<file path="config.mk">
export PLATFORM = sky130hd
export DESIGN_NAME = salida_uart_tx
export DESIGN_NICKNAME = d
export VERILOG_FILES = /design/src/rtl/salida_uart_pkg.sv /design/src/rtl/salida_fifo.sv /design/src/rtl/salida_uart_tx.sv
export SDC_FILE = /design/constraint.sdc
export NUM_CORES = 1
export LEC_CHECK = 0
export ABC_AREA = 1
export CAP_MARGIN = 20
export CORE_ASPECT_RATIO = 0.9
export CORE_MARGIN = 4
export CORE_UTILIZATION = 39
export DETAILED_ROUTE_END_ITERATION = 8
export PLACE_DENSITY_LB_ADDON = 0.12
export SLEW_MARGIN = 20
export SYNTH_ARGS = -nofsm -noshare
export SYNTH_HDL_FRONTEND = slang
export SYNTH_SLANG_ARGS = --single-unit
export TNS_END_PERCENT = 50
</file>
<file path="constraint.sdc">
create_clock -name clk -period 5.2 [get_ports clk]
set_input_delay 1.56 -clock clk [delete_from_list [all_inputs] [get_ports clk]]
set_output_delay 1.56 -clock clk [all_outputs]
set_load 0.01 [all_outputs]
</file>
<file path="src/rtl/salida_uart_pkg.sv">
// Shared constants and FSM encoding for the Salida result reporter UART.
package salida_uart_pkg;

  localparam logic [7:0] HEADER_BYTE     = 8'hA5;
  localparam int         BYTES_PER_FRAME = 9;

  typedef enum logic [1:0] {
    IDLE  = 2'd0,
    START = 2'd1,
    DATA  = 2'd2,
    STOP  = 2'd3
  } tx_state_e;

endpackage

</file>
<file path="src/rtl/salida_fifo.sv">
// Synchronous FIFO for captured result words; a write while full is
// accepted only when a read happens on the same edge.
module salida_fifo #(
  parameter int WIDTH = 64,
  parameter int DEPTH = 4
) (
  input  logic             clk,
  input  logic             rst_n,
  input  logic             wr_en,
  input  logic             rd_en,
  input  logic [WIDTH-1:0] wdata,
  output logic [WIDTH-1:0] rdata,
  output logic             full,
  output logic             empty
);

  localparam int AW = (DEPTH > 1) ? $clog2(DEPTH) : 1;

  logic [WIDTH-1:0] mem [DEPTH];
  logic [AW-1:0]    wr_ptr;
  logic [AW-1:0]    rd_ptr;
  logic [AW:0]      count;
  logic             do_wr;
  logic             do_rd;

  assign full  = (count == (AW+1)'(DEPTH));
  assign empty = (count == '0);
  assign do_rd = rd_en && !empty;
  assign do_wr = wr_en && (!full || do_rd);
  assign rdata = mem[rd_ptr];

  always_ff @(posedge clk or negedge rst_n) begin
    if (!rst_n) begin
      wr_ptr <= '0;
      rd_ptr <= '0;
      count  <= '0;
    end else begin
      if (do_wr) wr_ptr <= wr_ptr + AW'(1);
      if (do_rd) rd_ptr <= rd_ptr + AW'(1);
      case ({do_wr, do_rd})
        2'b10:   count <= count + (AW+1)'(1);
        2'b01:   count <= count - (AW+1)'(1);
        default: count <= count;
      endcase
    end
  end

  // Storage needs no reset: pointers and count define validity.
  always_ff @(posedge clk) begin
    if (do_wr) mem[wr_ptr] <= wdata;
  end

endmodule

</file>
<file path="src/rtl/salida_uart_tx.sv">
// Captures each new value of the core's Salida bus and streams it out as a
// 9-byte 8N1 frame: header 0xA5 followed by the word, least significant byte first.
module salida_uart_tx
  import salida_uart_pkg::*;
#(
  parameter int CLKS_PER_BIT = 16,
  parameter int FIFO_DEPTH   = 4
) (
  input  logic        clk,
  input  logic        Reset,
  input  logic [63:0] Salida,
  input  logic        en,
  output logic        tx,
  output logic        busy,
  output logic        overflow,
  output logic [15:0] frame_count,
  output tx_state_e   dbg_state
);

  localparam logic [15:0] BIT_RELOAD = 16'(CLKS_PER_BIT - 1);
  localparam logic [3:0]  LAST_BYTE  = 4'(BYTES_PER_FRAME - 1);

  tx_state_e   state;
  logic [63:0] last_q;
  logic [63:0] word_q;
  logic [7:0]  shift_q;
  logic [15:0] timer_q;
  logic [2:0]  bit_idx;
  logic [3:0]  byte_idx;

  logic        capture;
  logic        pop;
  logic        fifo_full;
  logic        fifo_empty;
  logic [63:0] fifo_rdata;

  assign capture   = en && (Salida != last_q);
  assign pop       = (state == IDLE) && !fifo_empty;
  assign dbg_state = state;

  salida_fifo #(
    .WIDTH (64),
    .DEPTH (FIFO_DEPTH)
  ) u_fifo (
    .clk   (clk),
    .rst_n (Reset),
    .wr_en (capture),
    .rd_en (pop),
    .wdata (Salida),
    .rdata (fifo_rdata),
    .full  (fifo_full),
    .empty (fifo_empty)
  );

  // last_q follows every capture, dropped or not, so a dropped value is not retried.
  always_ff @(posedge clk or negedge Reset) begin
    if (!Reset) begin
      last_q   <= '0;
      overflow <= 1'b0;
    end else begin
      if (capture) last_q <= Salida;
      if (capture && fifo_full && !pop) overflow <= 1'b1;
    end
  end

  always_ff @(posedge clk or negedge Reset) begin
    if (!Reset) begin
      state       <= IDLE;
      tx          <= 1'b1;
      busy        <= 1'b0;
      word_q      <= '0;
      shift_q     <= '0;
      timer_q     <= '0;
      bit_idx     <= '0;
      byte_idx    <= '0;
      frame_count <= '0;
    end else begin
      busy <= !fifo_empty || (state != IDLE);
      case (state)
        IDLE: begin
          if (!fifo_empty) begin
            word_q   <= fifo_rdata;
            shift_q  <= HEADER_BYTE;
            byte_idx <= '0;
            timer_q  <= BIT_RELOAD;
            tx       <= 1'b0;
            state    <= START;
          end
        end
        START: begin
          if (timer_q == '0) begin
            timer_q <= BIT_RELOAD;
            tx      <= shift_q[0];
            bit_idx <= '0;
            state   <= DATA;
          end else begin
            timer_q <= timer_q - 16'd1;
          end
        end
        DATA: begin
          if (timer_q == '0) begin
            timer_q <= BIT_RELOAD;
            if (bit_idx == 3'd7) begin
              tx    <= 1'b1;
              state <= STOP;
            end else begin
              tx      <= shift_q[1];
              shift_q <= shift_q >> 1;
              bit_idx <= bit_idx + 3'd1;
            end
          end else begin
            timer_q <= timer_q - 16'd1;
          end
        end
        STOP: begin
          if (timer_q == '0) begin
            if (byte_idx < LAST_BYTE) begin
              byte_idx <= byte_idx + 4'd1;
              shift_q  <= word_q[7:0];
              word_q   <= word_q >> 8;
              timer_q  <= BIT_RELOAD;
              tx       <= 1'b0;
              state    <= START;
            end else begin
              frame_count <= frame_count + 16'd1;
              state       <= IDLE;
            end
          end else begin
            timer_q <= timer_q - 16'd1;
          end
        end
        default: state <= IDLE;
      endcase
    end
  end

endmodule
</file>
## After elaboration in Yosys (flattened, before gate mapping)

Memory sizes are Yosys's and may differ from the RTL's.
Cells that the tools add are included.

| storage, ports and cells | value |
|---|---|
| memories kept | 1 |
| bits of input ports | 67 |
| flip-flop bits (word level) | 187 |
| memory bits (writable) | 256 |

| operators by class | value |
|---|---|
| equal/unequal tests | 16 |
| order comparisons | 1 |
| multiplexer cells | 40 |
| bitwise logic cells | 1 |
| $add $sub $neg | 8 |
| reduce and logical (&&, ||, !) cells | 27 |

Memory list:

| memory | depth | width | rd ports | clocked after Yosys merged registers in | wr ports | RTL line | text |
|---|---|---|---|---|---|---|---|
| u_fifo.mem | 4 | 64 | 1 | 0 | 1 | salida_fifo.sv:19 | `logic [WIDTH-1:0] mem [DEPTH];` |

Operators by type and width:

| cell | number |
|---|---|
| $mux W64 | 3 |
| $pmux W64 S2 | 1 |
| $mux W16 | 4 |
| $ne A64 B64 Y1 | 1 |
| $pmux W16 S3 | 1 |
| $mux W8 | 5 |
| $pmux W8 S3 | 1 |
| $add A16 B1 Y16 const B | 1 |
| $logic_not A16 Y1 | 1 |
| $sub A16 B1 Y16 const B | 1 |
| $ne A2 B2 Y1 const B | 7 |
| $mux W4 | 3 |
| $pmux W3 S2 | 2 |
| $mux W2 | 5 |
| $reduce_and A5 Y1 | 2 |
| $mux W1 | 9 |
| $mux W3 | 3 |
| $pmux W2 S4 | 1 |
| $pmux W4 S2 | 1 |
| $reduce_and A4 Y1 | 2 |
| $reduce_bool A2 Y1 | 4 |
| $add A3 B1 Y3 const B | 2 |
| $eq A2 B2 Y1 const B | 3 |
| $eq A3 B3 Y1 const B | 2 |
| 18 further kinds | 28 |

## Depth between registers and ports, before layout

| depth | value |
|---|---|
| depth in word-level cells | 8 |
| gate-level depth with buffers | 19 |
| gate-level depth less buffers | 19 |

## Modules after synthesis

Synthesis repeated with hierarchy kept, for this count alone.

| second synthesis, totals | value |
|---|---|
| cells, all modules | 2,012 |
| area, all modules | 19,491.2 µm² |

Modules (own cells, without submodules):

| module | instances | area an instance (µm²) | cells each |
|---|---|---|---|
| salida_fifo | 1 | 10,148.5 | 747 |
| salida_uart_tx | 1 | 9,342.7 | 1,265 |

## Least setup slack after synthesis

No wires, ideal clock.

| path | value |
|---|---|
| path type | input to register |
| start point | input port Salida[33] |
| end point | memory u_fifo.mem[0][0], enable pin |
| required time | 4.714 ns |
| setup time | 0.486 ns |
| buffers on the path | 1 |
| arrival | 5.064 ns |
| stages on the path | 14 |
| path slack | -0.350 ns |
| cells stage by stage | inv_1 -> nand2_1 -> nand2_1 -> nor2_1 -> nand2_1 -> nor2_1 -> nand2_1 -> nor2_1 -> nand2_1 -> nand2_1 -> buf_2 -> inv_1 -> nand2_2 -> nor2_1 |

| between the ends | value |
|---|---|
| longest elaborated chain between the ends | 5 |

Ends and longest elaborated chain:

| element | RTL line | text |
|---|---|---|
| start: declaration | salida_uart_tx.sv:11 | `input logic [63:0] Salida,` |
| $ne A64 B64 Y1 | salida_uart_tx.sv:37 | `assign capture = en && (Salida != last_q);` |
| $logic_and A1 B1 Y1 | salida_uart_tx.sv:37 |  |
| $logic_and A1 B1 Y1 | salida_fifo.sv:29 | `assign do_wr = wr_en && (!full \|\| do_rd);` |
| $mux W1 | salida_fifo.sv:50 | `if (do_wr) mem[wr_ptr] <= wdata;` |
| $mux W1 (implied by the code) | salida_fifo.sv:50 |  |
| end: declaration | salida_fifo.sv:19 |  |

No other way between the ends.

## Worst setup path in the final report

| path | value |
|---|---|
| start point | input port Salida[9] |
| end point | register u_fifo.count[1] |

| between the ends | value |
|---|---|
| longest elaborated chain between the ends | 5 |
| elaborated cells on any way between the ends | 7 |

Ends and longest elaborated chain:

| element | RTL line | text |
|---|---|---|
| $ne A64 B64 Y1 (*) | salida_uart_tx.sv:37 |  |
| $logic_and A1 B1 Y1 (*) | salida_uart_tx.sv:37 |  |
| $logic_and A1 B1 Y1 (*) | salida_fifo.sv:29 |  |
| $eq A2 B1 Y1 or $eq A2 B2 Y1 (tied branches) | salida_fifo.sv:40 | `case ({do_wr, do_rd})` |
| $pmux W3 S2 or $reduce_bool A2 Y1 (tied branches) | -- |  |
| end signal: assignment | salida_fifo.sv:41 | `2'b10: count <= count + (AW+1)'(1);` |
| end signal: assignment | salida_fifo.sv:42 | `2'b01: count <= count - (AW+1)'(1);` |
| end signal: assignment | salida_fifo.sv:43 | `default: count <= count;` |
| end: declaration | salida_fifo.sv:22 | `logic [AW:0] count;` |

Every way passes the cells marked *; elsewhere a longest branch is shown, timed or not.
A chain may end at the register's enable or synchronous reset.

==> summary.txt <==
RUN STATUS
----------------------------------------------------------------------------------
Result of the run                                                        completed

STA
----------------------------------------------------------------------------------
Number of endpoints failing setup at the final stage                             0
Slew at the pin closest to its max-slew limit                              1.06 ns
RSZ-0062 raised after global routing                                         false
Tmin final                                                                 4.36 ns
F_max                                                                      230 MHz
Post-Route Skew                                                          0.0227 ns
Number of failing hold endpoints at the final stage                              0
Final worst-path cycle share                                                 0.838
Total negative slack                                                          0 ns
Final Hold Slack                                                          0.475 ns
Number of slew-limit violations in the final report                              0
Relative max-transition margin                                               0.293

CLOCK NETWORK
----------------------------------------------------------------------------------
Clock slew at reported path FFs                                            0.06 ns
Post-CTS repair timing setup buffer count                                        0
Cell at the root of the clock tree                                    sky130_fd_sc_hd__clkbuf_16
Clock latency on the worst-skew pair                                       0.60 ns
Cts hold-fix bufs                                                                0
Post-cts gate resize count                                                       0
Clock Sinks                                                                    443
CTS tree                                                                       yes
H-tree Lvls                                                                      2
CTS Buf Count                                                                   47
Maximum buffer depth of the clock tree                                           3

GLOBAL ROUTE
----------------------------------------------------------------------------------
Total overflow reported by the global router                                     0
GRT Total Usage                                                              0.172
Initial antenna violation count                                                  0
Via count of the first global-routing pass                                   12900
Maximum number of pins on one net before global-route repair                   102
Wire length of the first global-routing pass                              72500 um

LOGIC SYNTHESIS
----------------------------------------------------------------------------------
Number of library cell types mapped by synthesis                                47
Post-Syn Area                                                          19200 sq um
Flip-flop cell with the highest count after synthesis                 sky130_fd_sc_hd__edfxtp_1
Yosys warning count                                                              0
Proportion of synthesized chip area in sequential cells                      0.646
Synthesized flop and latch total                                               443
Post-synthesis instance total                                                 1894
Async S/R FF share, synth                                                    0.422
Post-Synthesis Net Count                                                      1976
Number of enable-type register cells in the synthesized netlist                256
Synthesized area per cell                                               10.1 sq um

ROUTE
----------------------------------------------------------------------------------
Wire length per cell after detailed routing                                17.2 um
Total DRC errors in the routed layout                                            0
Drt first-iter violations                                                      865
Wire length after detailed routing                                        45400 um
Via Count                                                                    13100
DR vias/cell                                                                  4.95
Detailed Routing Iterations Pass 1                                               5
Number of nets still failing antenna checks after routing                        0

SETUP PATH
----------------------------------------------------------------------------------
Arrival time at the worst endpoint                                         4.83 ns
R2R depth                                                                        9
Category of the critical setup timing path                            input port to flop
Required time reported for the critical path endpoint                      5.67 ns
Maximum fanout along the worst path                                             79
Reg-to-Reg End                                                        word_q[19]$_DFFE_PN0P_
Worst R2R Start                                                       dbg_state[0]$_DFFE_PN0P_
Critical path destination                                             u_fifo.count[1]$_DFFE_PN0P_
Category of the worst setup path launch point                           input port
Flop2flop setup slack                                                      2.01 ns
CP startpoint                                                            Salida[9]
Endpoint kind of the worst setup timing path                                  flop

FINAL LAYOUT
----------------------------------------------------------------------------------
Number of antenna repair diodes                                                  0
Final Net Count                                                               2054
Final std cells w/o fill                                                      2635
FILL cells                                                                    4466
Area growth from synthesis to layout                                         16.6%
Final standard cell utilization of the core                                  0.463
Share of final-layout standard cells stronger than drive strength 1         0.0656

PLACE
----------------------------------------------------------------------------------
Final HPWL DP                                                             27300 um
Placed cells                                                                  2546
Routability congestion estimate from global placement                        0.794
Port Buffer Count                                                               87

JOB
----------------------------------------------------------------------------------
Max-cap check violation count                                                    0

DIE
----------------------------------------------------------------------------------
Die footprint                                                          52700 sq um
Die Width                                                                   242 um
IO Pins                                                                         88
Starting Density                                                             0.397
Placeable core region                                                  48200 sq um
Core Rows                                                                       76
Vert. Die Dim                                                               218 um

MIN PATH
----------------------------------------------------------------------------------
Classification of the worst-slack hold path                           flop to flop

POWER
----------------------------------------------------------------------------------
P_leak                                                                     9.06 nW
Worst vdd rail ir drop                                                    0.235 mV
Power per standard cell area                                           383 nW/um^2

## stage by stage
| stage | worst slack, ns | total power, mW | instance area (sq um) |
|---|---|---|---|
| after floorplan | -0.350 | 4.87 | 19200 |
| after global placement | 0.284 | 5.25 | 20700 |
| after detailed placement | 0.212 | 5.28 | 20800 |
| after CTS | 0.825 | 8.69 | 22300 |
| after global routing | 0.484 | 8.97 | 22300 |
| final | 0.845 | 8.56 | 22300 |
## how the worst min path moves through the flow
stage                                start                           to  slack, ns  cells after the start
5_1_grt        frame_count[15]$_DFFE_PN0P_  frame_count[15]$_DFFE_PN0P_       0.51                      1
6_report       frame_count[15]$_DFFE_PN0P_  frame_count[15]$_DFFE_PN0P_       0.48                      1
2_1_floorplan       shift_q[1]$_DFFE_PN0P_       shift_q[1]$_DFFE_PN0P_       0.45                      2
3_3_place_gp   frame_count[15]$_DFFE_PN0P_  frame_count[15]$_DFFE_PN0P_       0.46                      1
3_5_place_dp        shift_q[3]$_DFFE_PN0P_       shift_q[3]$_DFFE_PN0P_       0.47                      2
4_1_cts             shift_q[1]$_DFFE_PN0P_       shift_q[1]$_DFFE_PN0P_       0.48                      2
## power by group
| group | leakage (nW) | switching (mW) | internal, mW | total, mW |
|---|---|---|---|---|
| Combinational | 3.70 | 0.591 | 0.254 | 0.845 |
| Clock | 0.748 | 1.39 | 1.98 | 3.37 |
| Sequential | 4.61 | 0.119 | 4.23 | 4.34 |
| Total | 9.06 | 2.10 | 6.46 | 8.56 |
## state kept, by name (all words and copies together), names as in the netlist
signal / count
frame_count: 16
shift_q: 8
busy: 1
dbg_state: 2
u_fifo.wr_ptr: 2
tx: 1
u_fifo.rd_ptr: 2
last_q: 64
bit_idx: 3
word_q: 64
u_fifo.count: 3
overflow: 1
byte_idx: 4
timer_q: 16
u_fifo.mem: 256
## final cells by class
cell class	count	area, sq um	share of cell area
flip-flops and latches	443	12400	0.554
clock buffers	67	1280	0.0574
multi-input cells	1132	5590	0.250
repair buffers	112	1140	0.0513
well taps	624	781	0.0350
clock inverters	21	270	0.0121
inverters	236	887	0.0397
## placed cells by master, fill, tap and decap left out, types with 7 or more instances in the layout
master / n
sky130_fd_sc_hd__a21oi_1: 10
sky130_fd_sc_hd__buf_4: 19
sky130_fd_sc_hd__clkbuf_1: 17
sky130_fd_sc_hd__clkbuf_16: 47
sky130_fd_sc_hd__clkdlybuf4s50_1: 86
sky130_fd_sc_hd__clkinv_2: 8
sky130_fd_sc_hd__dfrtp_1: 184
sky130_fd_sc_hd__edfxtp_1: 256
sky130_fd_sc_hd__ha_1: 13
sky130_fd_sc_hd__inv_1: 228
sky130_fd_sc_hd__nand2_1: 400
sky130_fd_sc_hd__nand3_1: 16
sky130_fd_sc_hd__nand4_1: 8
sky130_fd_sc_hd__nor2_1: 209
sky130_fd_sc_hd__nor2_2: 7
sky130_fd_sc_hd__nor3_1: 8
sky130_fd_sc_hd__o211ai_1: 57
sky130_fd_sc_hd__o21ai_0: 265
sky130_fd_sc_hd__o22ai_1: 68
sky130_fd_sc_hd__xor2_1: 23
## synthesized netlist by cell type (5+ instances only)
cell	instances	area, sq um
sky130_fd_sc_hd__inv_1	229	860
sky130_fd_sc_hd__nand3_1	16	80.1
sky130_fd_sc_hd__nor2_1	213	800
sky130_fd_sc_hd__nand4_1	8	50.1
sky130_fd_sc_hd__clkbuf_1	60	225
sky130_fd_sc_hd__o22ai_1	68	425
sky130_fd_sc_hd__dfrtp_1	186	4650
sky130_fd_sc_hd__xnor2_1	6	52.6
sky130_fd_sc_hd__buf_4	5	37.5
sky130_fd_sc_hd__xor2_1	23	201
sky130_fd_sc_hd__nor3_1	8	40.0
sky130_fd_sc_hd__ha_1	14	175
sky130_fd_sc_hd__a21oi_1	10	50.1
sky130_fd_sc_hd__o211ai_1	57	428
sky130_fd_sc_hd__buf_2	15	75.1
sky130_fd_sc_hd__nand2_1	401	1510
sky130_fd_sc_hd__nor2_2	7	43.8
sky130_fd_sc_hd__edfxtp_1	256	7690
sky130_fd_sc_hd__o21ai_0	265	1330
## cell families (layout without fill, tap and decap cells)
logic type,after synthesis,count (layout),synth area share
buffers and inverters,319,436,0.0649
AND/OR/NAND/NOR,669,669,0.141
adder cells (fa/ha/maj),15,15,0.0102
AO/OA/AOI/OAI,417,417,0.124
flip-flops,443,443,0.646
multiplexers,2,2,0.00118
XOR/XNOR,29,29,0.0133
## critical path, cell delays in order
cell and delay, ns:
sky130_fd_sc_hd__clkdlybuf4s50_1 0.64, sky130_fd_sc_hd__inv_1 0.09, sky130_fd_sc_hd__nand2_1 0.07, sky130_fd_sc_hd__nand2_1 0.05, sky130_fd_sc_hd__nor2_1 0.08, sky130_fd_sc_hd__nand2_1 0.06
sky130_fd_sc_hd__nor2_1 0.30, sky130_fd_sc_hd__nand2_1 0.18, sky130_fd_sc_hd__nor2_1 0.12, sky130_fd_sc_hd__nand2_1 0.11, sky130_fd_sc_hd__nand2_4 0.07, sky130_fd_sc_hd__buf_4 0.60
sky130_fd_sc_hd__nand2_1 0.22, sky130_fd_sc_hd__inv_1 0.14, sky130_fd_sc_hd__fa_1 0.39, sky130_fd_sc_hd__nand2_1 0.08, sky130_fd_sc_hd__nand2_1 0.04
## per-layer routing
metal	vias to the layer above	GRT usage	part of all wire
li1	6474	-	-
met1	6299	0.245	0.49
met2	217	0.278	0.45
met3	61	0.0266	0.041
met4	0	0.0459	0.019
met5	-	0	0
(Power assumes the default switching activity.)
